[src/rtl/argon_ctrl_seq.sv]
// argon_ctrl_seq: control sequencer (initiator) for the Argon datapath bus.
// Takes one ALU micro-op over valid/ready and walks the RegFile/ALU strobes
// through SEL -> RDA -> RDB -> OP -> EXE -> WB (-> FLG) -> IDLE, then reports
// result, a one-cycle done pulse and a sticky error flag.
// Optional build macro: ARGON_SEQ_FLAGS_EN adds the FLG state and drives o_flags.
module argon_ctrl_seq #(
    parameter int DATA_W     = 16,
    parameter int REG_W      = 4,
    parameter int OP_W       = 4,
    parameter int EXE_CYCLES = 1
) (
    input  logic              i_Clk,
    input  logic              i_Reset,
    input  logic              i_cmd_valid,
    output logic              o_cmd_ready,
    input  logic [OP_W-1:0]   i_cmd_op,
    input  logic [REG_W-1:0]  i_cmd_rd,
    input  logic [REG_W-1:0]  i_cmd_rs1,
    input  logic [REG_W-1:0]  i_cmd_rs2,
    input  logic              i_abort,
    input  logic [DATA_W-1:0] i_bus,
    input  logic              i_bus_valid,
    output logic [DATA_W-1:0] o_bus,
    output logic              o_bus_valid,
    output logic              o_selectLatch,
    output logic              o_outputA,
    output logic              o_outputB,
    output logic              o_latchC,
    output logic              o_latchA,
    output logic              o_latchB,
    output logic              o_latchF,
    output logic              o_latchOp,
    output logic              o_outputY,
    output logic              o_outputF,
    output logic [DATA_W-1:0] o_result,
    output logic [DATA_W-1:0] o_flags,
    output logic              o_done,
    output logic              o_err
);

    localparam int CNT_W = (EXE_CYCLES > 1) ? $clog2(EXE_CYCLES + 1) : 1;

    typedef enum logic [2:0] {
        S_IDLE = 3'd0,
        S_SEL  = 3'd1,
        S_RDA  = 3'd2,
        S_RDB  = 3'd3,
        S_OP   = 3'd4,
        S_EXE  = 3'd5,
        S_WB   = 3'd6
`ifdef ARGON_SEQ_FLAGS_EN
        ,
        S_FLG  = 3'd7
`endif
    } state_t;

    state_t              state_q, state_d;
    logic [CNT_W-1:0]    cnt_q, cnt_d;
    logic [OP_W-1:0]     op_q, op_d;
    logic [REG_W-1:0]    rd_q, rd_d;
    logic [REG_W-1:0]    rs1_q, rs1_d;
    logic [REG_W-1:0]    rs2_q, rs2_d;
    logic [DATA_W-1:0]   result_q, result_d;
    logic                done_q, done_d;
    logic                err_q, err_d;
    logic                accept;
    logic [DATA_W-1:0]   sel_word;
    logic [DATA_W-1:0]   op_word;

    assign o_cmd_ready = (state_q == S_IDLE);
    assign accept      = o_cmd_ready && i_cmd_valid && !i_abort;
    assign sel_word    = DATA_W'({rd_q, rs2_q, rs1_q});
    assign op_word     = DATA_W'(op_q);
    assign o_result    = result_q;
    assign o_done      = done_q;
    assign o_err       = err_q;
    assign o_latchF    = 1'b0;

`ifdef ARGON_SEQ_FLAGS_EN
    logic [DATA_W-1:0] flags_q, flags_d;
    assign o_flags = flags_q;
`else
    assign o_flags = '0;
`endif

    // Next-state, command capture, EXE countdown, error and capture logic
    always_comb begin
        state_d  = state_q;
        cnt_d    = cnt_q;
        op_d     = op_q;
        rd_d     = rd_q;
        rs1_d    = rs1_q;
        rs2_d    = rs2_q;
        result_d = result_q;
        done_d   = 1'b0;
        err_d    = err_q;
`ifdef ARGON_SEQ_FLAGS_EN
        flags_d  = flags_q;
`endif
        case (state_q)
            S_IDLE: begin
                if (accept) begin
                    state_d = S_SEL;
                    op_d    = i_cmd_op;
                    rd_d    = i_cmd_rd;
                    rs1_d   = i_cmd_rs1;
                    rs2_d   = i_cmd_rs2;
                    err_d   = 1'b0;
                end
            end
            S_SEL: begin
                if (i_bus_valid) err_d = 1'b1;
                state_d = S_RDA;
            end
            S_RDA: begin
                if (!i_bus_valid) err_d = 1'b1;
                state_d = S_RDB;
            end
            S_RDB: begin
                if (!i_bus_valid) err_d = 1'b1;
                state_d = S_OP;
            end
            S_OP: begin
                if (i_bus_valid) err_d = 1'b1;
                state_d = S_EXE;
                cnt_d   = CNT_W'(EXE_CYCLES);
            end
            S_EXE: begin
                // "<= 1" also lets an illegal EXE_CYCLES of 0 fall through after one cycle
                if (cnt_q <= CNT_W'(1)) begin
                    state_d = S_WB;
                end else begin
                    cnt_d = cnt_q - CNT_W'(1);
                end
            end
            S_WB: begin
                if (!i_bus_valid) err_d = 1'b1;
                result_d = i_bus;
`ifdef ARGON_SEQ_FLAGS_EN
                state_d = S_FLG;
`else
                state_d = S_IDLE;
                done_d  = 1'b1;
`endif
            end
`ifdef ARGON_SEQ_FLAGS_EN
            S_FLG: begin
                if (!i_bus_valid) err_d = 1'b1;
                flags_d = i_bus;
                state_d = S_IDLE;
                done_d  = 1'b1;
            end
`endif
            default: state_d = S_IDLE;
        endcase

        // Abort overrides the step: no done, and a capture in this cycle is dropped
        if ((state_q != S_IDLE) && i_abort) begin
            state_d  = S_IDLE;
            done_d   = 1'b0;
            result_d = result_q;
`ifdef ARGON_SEQ_FLAGS_EN
            flags_d  = flags_q;
`endif
        end
    end

    // State and datapath registers, asynchronously cleared
    always_ff @(posedge i_Clk or posedge i_Reset) begin
        if (i_Reset) begin
            state_q  <= S_IDLE;
            cnt_q    <= '0;
            op_q     <= '0;
            rd_q     <= '0;
            rs1_q    <= '0;
            rs2_q    <= '0;
            result_q <= '0;
            done_q   <= 1'b0;
            err_q    <= 1'b0;
`ifdef ARGON_SEQ_FLAGS_EN
            flags_q  <= '0;
`endif
        end else begin
            state_q  <= state_d;
            cnt_q    <= cnt_d;
            op_q     <= op_d;
            rd_q     <= rd_d;
            rs1_q    <= rs1_d;
            rs2_q    <= rs2_d;
            result_q <= result_d;
            done_q   <= done_d;
            err_q    <= err_d;
`ifdef ARGON_SEQ_FLAGS_EN
            flags_q  <= flags_d;
`endif
        end
    end

    // Moore decode of strobes and bus drive from the current state
    always_comb begin
        o_bus         = '0;
        o_bus_valid   = 1'b0;
        o_selectLatch = 1'b0;
        o_outputA     = 1'b0;
        o_outputB     = 1'b0;
        o_latchC      = 1'b0;
        o_latchA      = 1'b0;
        o_latchB      = 1'b0;
        o_latchOp     = 1'b0;
        o_outputY     = 1'b0;
        o_outputF     = 1'b0;
        case (state_q)
            S_SEL: begin
                o_bus         = sel_word;
                o_bus_valid   = 1'b1;
                o_selectLatch = 1'b1;
            end
            S_RDA: begin
                o_outputA = 1'b1;
                o_latchA  = 1'b1;
            end
            S_RDB: begin
                o_outputB = 1'b1;
                o_latchB  = 1'b1;
            end
            S_OP: begin
                o_bus       = op_word;
                o_bus_valid = 1'b1;
                o_latchOp   = 1'b1;
            end
            S_WB: begin
                o_outputY = 1'b1;
                o_latchC  = 1'b1;
            end
`ifdef ARGON_SEQ_FLAGS_EN
            S_FLG: begin
                o_outputF = 1'b1;
            end
`endif
            default: ;
        endcase
    end

endmodule
[config.mk]
export PLATFORM = sky130hd
export DESIGN_NAME = argon_ctrl_seq
export DESIGN_NICKNAME = d
export VERILOG_FILES = /design/src/rtl/argon_ctrl_seq.sv
export SDC_FILE = /design/constraint.sdc
export NUM_CORES = 1
export LEC_CHECK = 0
export CORE_ASPECT_RATIO = 1.75
export CORE_MARGIN = 1.5
export CORE_UTILIZATION = 43
export CTS_BUF_LIST = sky130_fd_sc_hd__clkbuf_4
export CTS_CLUSTER_SIZE = 10
export DETAILED_ROUTE_END_ITERATION = 6
export HOLD_SLACK_MARGIN = 0.12
export PLACE_DENSITY = 0.86
export SLEW_MARGIN = 20
export SYNTH_ARGS = -nofsm -noshare
export SYNTH_HDL_FRONTEND = slang
export SYNTH_SLANG_ARGS = --single-unit
[constraint.sdc]
create_clock -name i_Clk -period 3.5 [get_ports i_Clk]
set_clock_uncertainty 0.15 [all_clocks]
set_input_delay 0.525 -clock i_Clk [delete_from_list [all_inputs] [get_ports i_Clk]]
set_output_delay 0.525 -clock i_Clk [all_outputs]
set_load 0.02 [all_outputs]
==> metrics.txt, run 1 <==
# nets final=248; hold path depth=1; share of flip-flops with an asynchronous set or reset=1.00; Final min period=3.06 ns; Least-Margin Pin Slew=0.737 ns; Die Width=between 50 and 60 µm; H-tree Lvls=2; clk_lat worst skew=0.33 ns; routability cong.=a little over 0.7; CORE AREA=4070 µm²; Fin Hold WS=~0.36 ns; PwrDens=421 nW/µm²; reg2reg start=state_q[1]$_DFFE_PP0P_; Total GRT Usage=0.163; clock root buffer master=clkbuf_4; Worst VDD drop=0.350 mV; CTS tree=yes; Fillers=340; outcome=completed; I/O Buffers=76; DIE AREA=4630 µm²; drt first pass iters=4; Hold Crit Class=reg2reg; antenna viol nets, final=0; Min-Delay Endpoint=rs2_q[2]$_DFFE_PP0P_; Syn Inst Count=about 140; clk buf depth=2; CP endpoint kind=output port; RSZ-0062 raised after global routing=false; First DRT Iteration DRCs=11; Worst setup SP type=flop; layout cell share with drive strength beyond 1=0.222; critical path required time=2.82 ns; Final period util=0.876; area grow syn2layout=40.2%; Final Setup Violations=0; Mean Syn Cell Area=13.3 µm²; r2r setup slk=1.49 ns; Core Util, Final=0.624; Post-Route WL=3.45 mm; Worst R2R Path Depth=3; largest net degree at the start of global routing=38; FMAX=around 0.33 GHz; post-cts resize count=0; diode count=0; Leak Pwr=0.00114 µW; vias in the first global route=1204; Yosys warnings=0; Yosys cell types=26; synthesized area=1810 µm²; worst hold start=rs2_q[2]$_DFFE_PP0P_; number of antenna violations at the first check in global routing=0; WL per Instance=around 13 µm; Post-Route Setup TNS=0 ns; fin. max-slew vios=0; MaxCap Viol Count=0; Vias per Instance=4.61; Starting Density=0.445; Max-slew headroom=0.508; Seq/Total Area, Yosys=0.511; most frequent cells in the layout=clkdlybuf4s50_1, dfrtp_1, mux2_2; flops & latches, synth=37; Post-CTS Setup Inserts=0; Post-synth top flop=dfrtp_1; critical path type=reg2out; vias post-DR=1204; most common cell after layout, fill and taps aside=clkdlybuf4s50_1; EDFF count, synth=0; setup ws final=0.435 ns; row count=31; Die Span Y=88.9 µm; Clock transition at path regs=roughly 0.11 ns; I/O Pins=99; post-route DRC violation count=0; first-pass GRT wire length=5.54 mm; post-cts hold buffer count=0; dpl hpwl=2.65 mm; final number of hold-violating endpoints=0; CTS Sinks=37; R2R Path End=o_result[12]$_DFFE_PP0P_; total grt overflow=0; pre-CTS worst setup slack=0.797 ns; total CTS buffers=5; Arr. time, crit path=2.39 ns; peak fanout along the critical path=10
-- how the worst max path moves through the flow --
stage                                       from        to  slack [ns]  cells after the start
final                     state_q[2]$_DFFE_PP0P_  o_bus[1]        0.44                      3
after global routing      state_q[2]$_DFFE_PP0P_  o_bus[1]        0.30                      3
after CTS                 state_q[2]$_DFFE_PP0P_  o_bus[1]        0.40                      3
after detailed placement  state_q[2]$_DFFE_PP0P_  o_bus[1]        0.80                      3
after global placement    state_q[2]$_DFFE_PP0P_  o_bus[1]        0.82                      3
after floorplan           state_q[1]$_DFFE_PP0P_  o_bus[0]        1.16                      3
-- stage by stage --
stage                     total power (µW)  instance area, µm²  cells
after detailed placement               871                2490    253
final                                 1070                2540    261
after global placement                 861                2490    253
after CTS                             1090                2540    261
after global routing                  1140                2540    261
after floorplan                        742                1890    157
-- synthesized netlist by cell type, types with 2 or more instances --
| cell | number | share of area |
|---|---|---|
| a21oi_1 | 3 | 0.0083 |
| a22o_1 | 4 | 0.019 |
| and2_1 | 8 | 0.028 |
| and3b_1 | 2 | 0.0097 |
| buf_2 | 3 | 0.0083 |
| buf_4 | 26 | 0.11 |
| dfrtp_1 | 37 | 0.51 |
| inv_1 | 3 | 0.0062 |
| mux2_2 | 23 | 0.14 |
| mux2_4 | 9 | 0.075 |
| nor3_1 | 2 | 0.0055 |
| nor3b_1 | 2 | 0.0083 |
-- sequential cells by signal (all words and copies together) (netlist names) --
signal / flops
state_q: 3
o_result: 16
o_err: 1
rs2_q: 4
rd_q: 4
o_done: 1
rs1_q: 4
op_q: 4
-- power by group --
part,internal [µW],switching [µW]
Sequential,497,39.1
Combinational,179,142
Clock,75.7,138
Total,752,318
-- cells by family after synthesis --
group | synth area share
DFF | 0.511
buffers and inverters | 0.139
muxes | 0.217
and+or+nand+nor | 0.0849
AOI/OAI and AO/OA | 0.0407
xor gates and xnor gates | 0.00483
other | 0.00207
-- final cells by class --
type,instances,area (µm²),share of cell area
Sequential cell,37,926,0.364
Tap cell,49,61.3,0.0241
Clock inverter,3,17.5,0.00689
Clock buffer,5,37.5,0.0148
Inverter,3,11.3,0.00443
Timing Repair Buffer,78,776,0.305
Multi-Input combinational cell,86,713,0.281
-- per-layer routing --
layer / up-vias / track usage / share of wire
met5: - / 0 / 0
met4: 0 / 0.0837 / 0.027
met3: 7 / 0.0468 / 0.070
met2: 56 / 0.285 / 0.55
met1: 575 / 0.173 / 0.36
li1: 566 / - / -
-- critical path: stages (launching register included) --
cell	delay (ns)
dfrtp_1	0.53
nor3b_1	0.66
a22o_1	0.26
clkdlybuf4s50_1	0.60
No activity file was read; power rests on OpenSTA's default activity.
==> inputs of run 2 (changes only) <==
--- a/config.mk
+++ b/config.mk
@@ -7,12 +7,11 @@
 export LEC_CHECK = 0
 export CORE_ASPECT_RATIO = 1.75
 export CORE_MARGIN = 1.5
-export CORE_UTILIZATION = 43
+export CORE_UTILIZATION = 40
 export CTS_BUF_LIST = sky130_fd_sc_hd__clkbuf_4
 export CTS_CLUSTER_SIZE = 10
 export DETAILED_ROUTE_END_ITERATION = 6
-export HOLD_SLACK_MARGIN = 0.12
-export PLACE_DENSITY = 0.86
+export PLACE_DENSITY = 0.8
 export SLEW_MARGIN = 20
 export SYNTH_ARGS = -nofsm -noshare
 export SYNTH_HDL_FRONTEND = slang
==> constraint.sdc (replaced) <==
create_clock -name i_Clk -period 2.9 [get_ports i_Clk]
set_clock_uncertainty 0.15 [all_clocks]
set_input_delay 0.435 -clock i_Clk [delete_from_list [all_inputs] [get_ports i_Clk]]
set_output_delay 0.435 -clock i_Clk [all_outputs]
set_load 0.02 [all_outputs]
==> run 2 against run 1 <==
Sequential power rose by 21%; utilization fell by 4.1 points; routed wire length fell by 4.6%; critical path depth rose by 1; final cell count rose by 1.1%; sequential cell count did not move; non-clock buffer count rose by 1; power rose by 19%; global-route usage fell by 1.5 points; clock power rose by 14%; register-to-register slack got worse by 0.58 ns.
==> metrics.txt, run 2 (same netlist as run 1, synthesis figures left out) <==
CTS tree=yes; antenna viol nets, final=0; fin. max-slew vios=0; RSZ-0062 raised after global routing=false; Post-Route Setup TNS=0 ns; First DRT Iteration DRCs=16; Max-slew headroom=0.630; WL per Instance=between 10 and 15 µm; peak fanout along the critical path=14; vias in the first global route=between 1000 and 1500; largest net degree at the start of global routing=38; Starting Density=0.415; Die Span Y=roughly 92 µm; clock root buffer master=clkbuf_4; CORE AREA=roughly 4400 µm²; pre-CTS worst setup slack=0.633 ns; CTS Sinks=37; Arr. time, crit path=2.04 ns; routability cong.=0.717; critical path type=reg2out; Die Width=53.9 µm; dpl hpwl=between 2 and 3 mm; Final Setup Violations=0; post-cts hold buffer count=0; Final min period=2.62 ns; clk_lat worst skew=roughly 0.32 ns; vias post-DR=1202; Fin Hold WS=0.358 ns; most common cell after layout, fill and taps aside=clkdlybuf4s50_1; final number of hold-violating endpoints=0; clk buf depth=2; dpl cell area=around 2500 µm²; Clock transition at path regs=~0.1 ns; I/O Buffers=76; total CTS buffers=5; PwrDens=roughly 500 nW/µm²; DIE AREA=4960 µm²; Leak Pwr=0.00114 µW; layout cell share with drive strength beyond 1=0.216; Final period util=0.903; Post-CTS Setup Inserts=0; Worst setup SP type=flop; I/O Pins=99; number of antenna violations at the first check in global routing=0; area grow syn2layout=40.5%; Least-Margin Pin Slew=approximately 0.55 ns; cell area after layout=2550 µm²; MaxCap Viol Count=0; drt first pass iters=2; FMAX=0.382 GHz; Hold Crit Class=reg2reg; H-tree Lvls=2; critical path required time=2.32 ns; outcome=completed; Post-Route WL=3.30 mm; Total GRT Usage=0.148; r2r setup slk=a little over 0.9 ns; max FFs per register=16; total grt overflow=0; CP endpoint kind=output port; # nets final=249; Power Total=1280 µW; Worst VDD drop=0.374 mV; post-route DRC violation count=0; diode count=0; first-pass GRT wire length=5.36 mm; row count=32; Vias per Instance=4.55; post-cts resize count=0; setup ws final=0.280 ns; most frequent cells in the layout=clkdlybuf4s50_1, dfrtp_1, mux2_2
## run 2: cell types whose count changed in the layout (fill, tap and decap cells not counted), sizes merged
cell | before | now
clkinv | 2 | 3
buf | 2 | 3
clkinvlp | 1 | 0
## run 2: power breakdown
part	leakage [µW]	switching, µW	internal, µW
clock	0.0000300	154	87.7
combinational	0.000637	169	217
sequential	0.000476	47.0	600
## run 2: path summary, 6_finish.rpt
check | startpoint | to | cells after the start
setup / recovery | state_q[1]$_DFFE_PP0P_ | o_bus[5] | 4
hold / removal | rs2_q[1]$_DFFE_PP0P_ | rs2_q[1]$_DFFE_PP0P_ | 1
setup reg to reg | state_q[1]$_DFFE_PP0P_ | o_result[9]$_DFFE_PP0P_ | 3
hold reg to reg | rs2_q[1]$_DFFE_PP0P_ | rs2_q[1]$_DFFE_PP0P_ | 1
max in group asynchronous | i_Reset | o_result[4]$_DFFE_PP0P_ | 3
min in group asynchronous | i_Reset | o_result[12]$_DFFE_PP0P_ | 3
## run 2: through the flow
step,util,cells
2_1_floorplan,-,157
4_1_cts,0.584,264
3_3_place_gp,0.572,256
5_1_grt,0.584,264
6_report,0.584,264
3_5_place_dp,0.572,256
## run 2: layer usage
| layer | track usage | routed length [µm] | vias to the layer above |
|---|---|---|---|
| met5 | 0 | 0 | - |
| met4 | 0.0641 | 63 | 0 |
| met3 | 0.0554 | 251 | 6 |
| met2 | 0.242 | 1760 | 60 |
| met1 | 0.163 | 1220 | 571 |
| li1 | - | - | 565 |
## run 2: critical path, cell delays in order (launching register included)
cell             delay, ns
dfrtp_1               0.51
nor3b_1               0.24
buf_4                 0.21
and2_1                0.16
clkdlybuf4s50_1       0.60
## run 2: area by class of cell
cell class              count  area [µm²]
clock inverters             3        12.5
flip-flops and latches     37         926
inverters                   3        11.3
repair buffers             79         783
clock buffers               5        37.5
well taps                  51        63.8
fillers                   387        1820
multi-input cells          86         713
==> inputs of run 3 (changes only) <==
--- a/config.mk
+++ b/config.mk
@@ -5,6 +5,7 @@
 export SDC_FILE = /design/constraint.sdc
 export NUM_CORES = 1
 export LEC_CHECK = 0
+export CAP_MARGIN = 20
 export CORE_ASPECT_RATIO = 1.75
 export CORE_MARGIN = 1.5
 export CORE_UTILIZATION = 40
==> results of run 3 <==
Same layout as run 2: the final DEF is identical, and so are final timing and power.
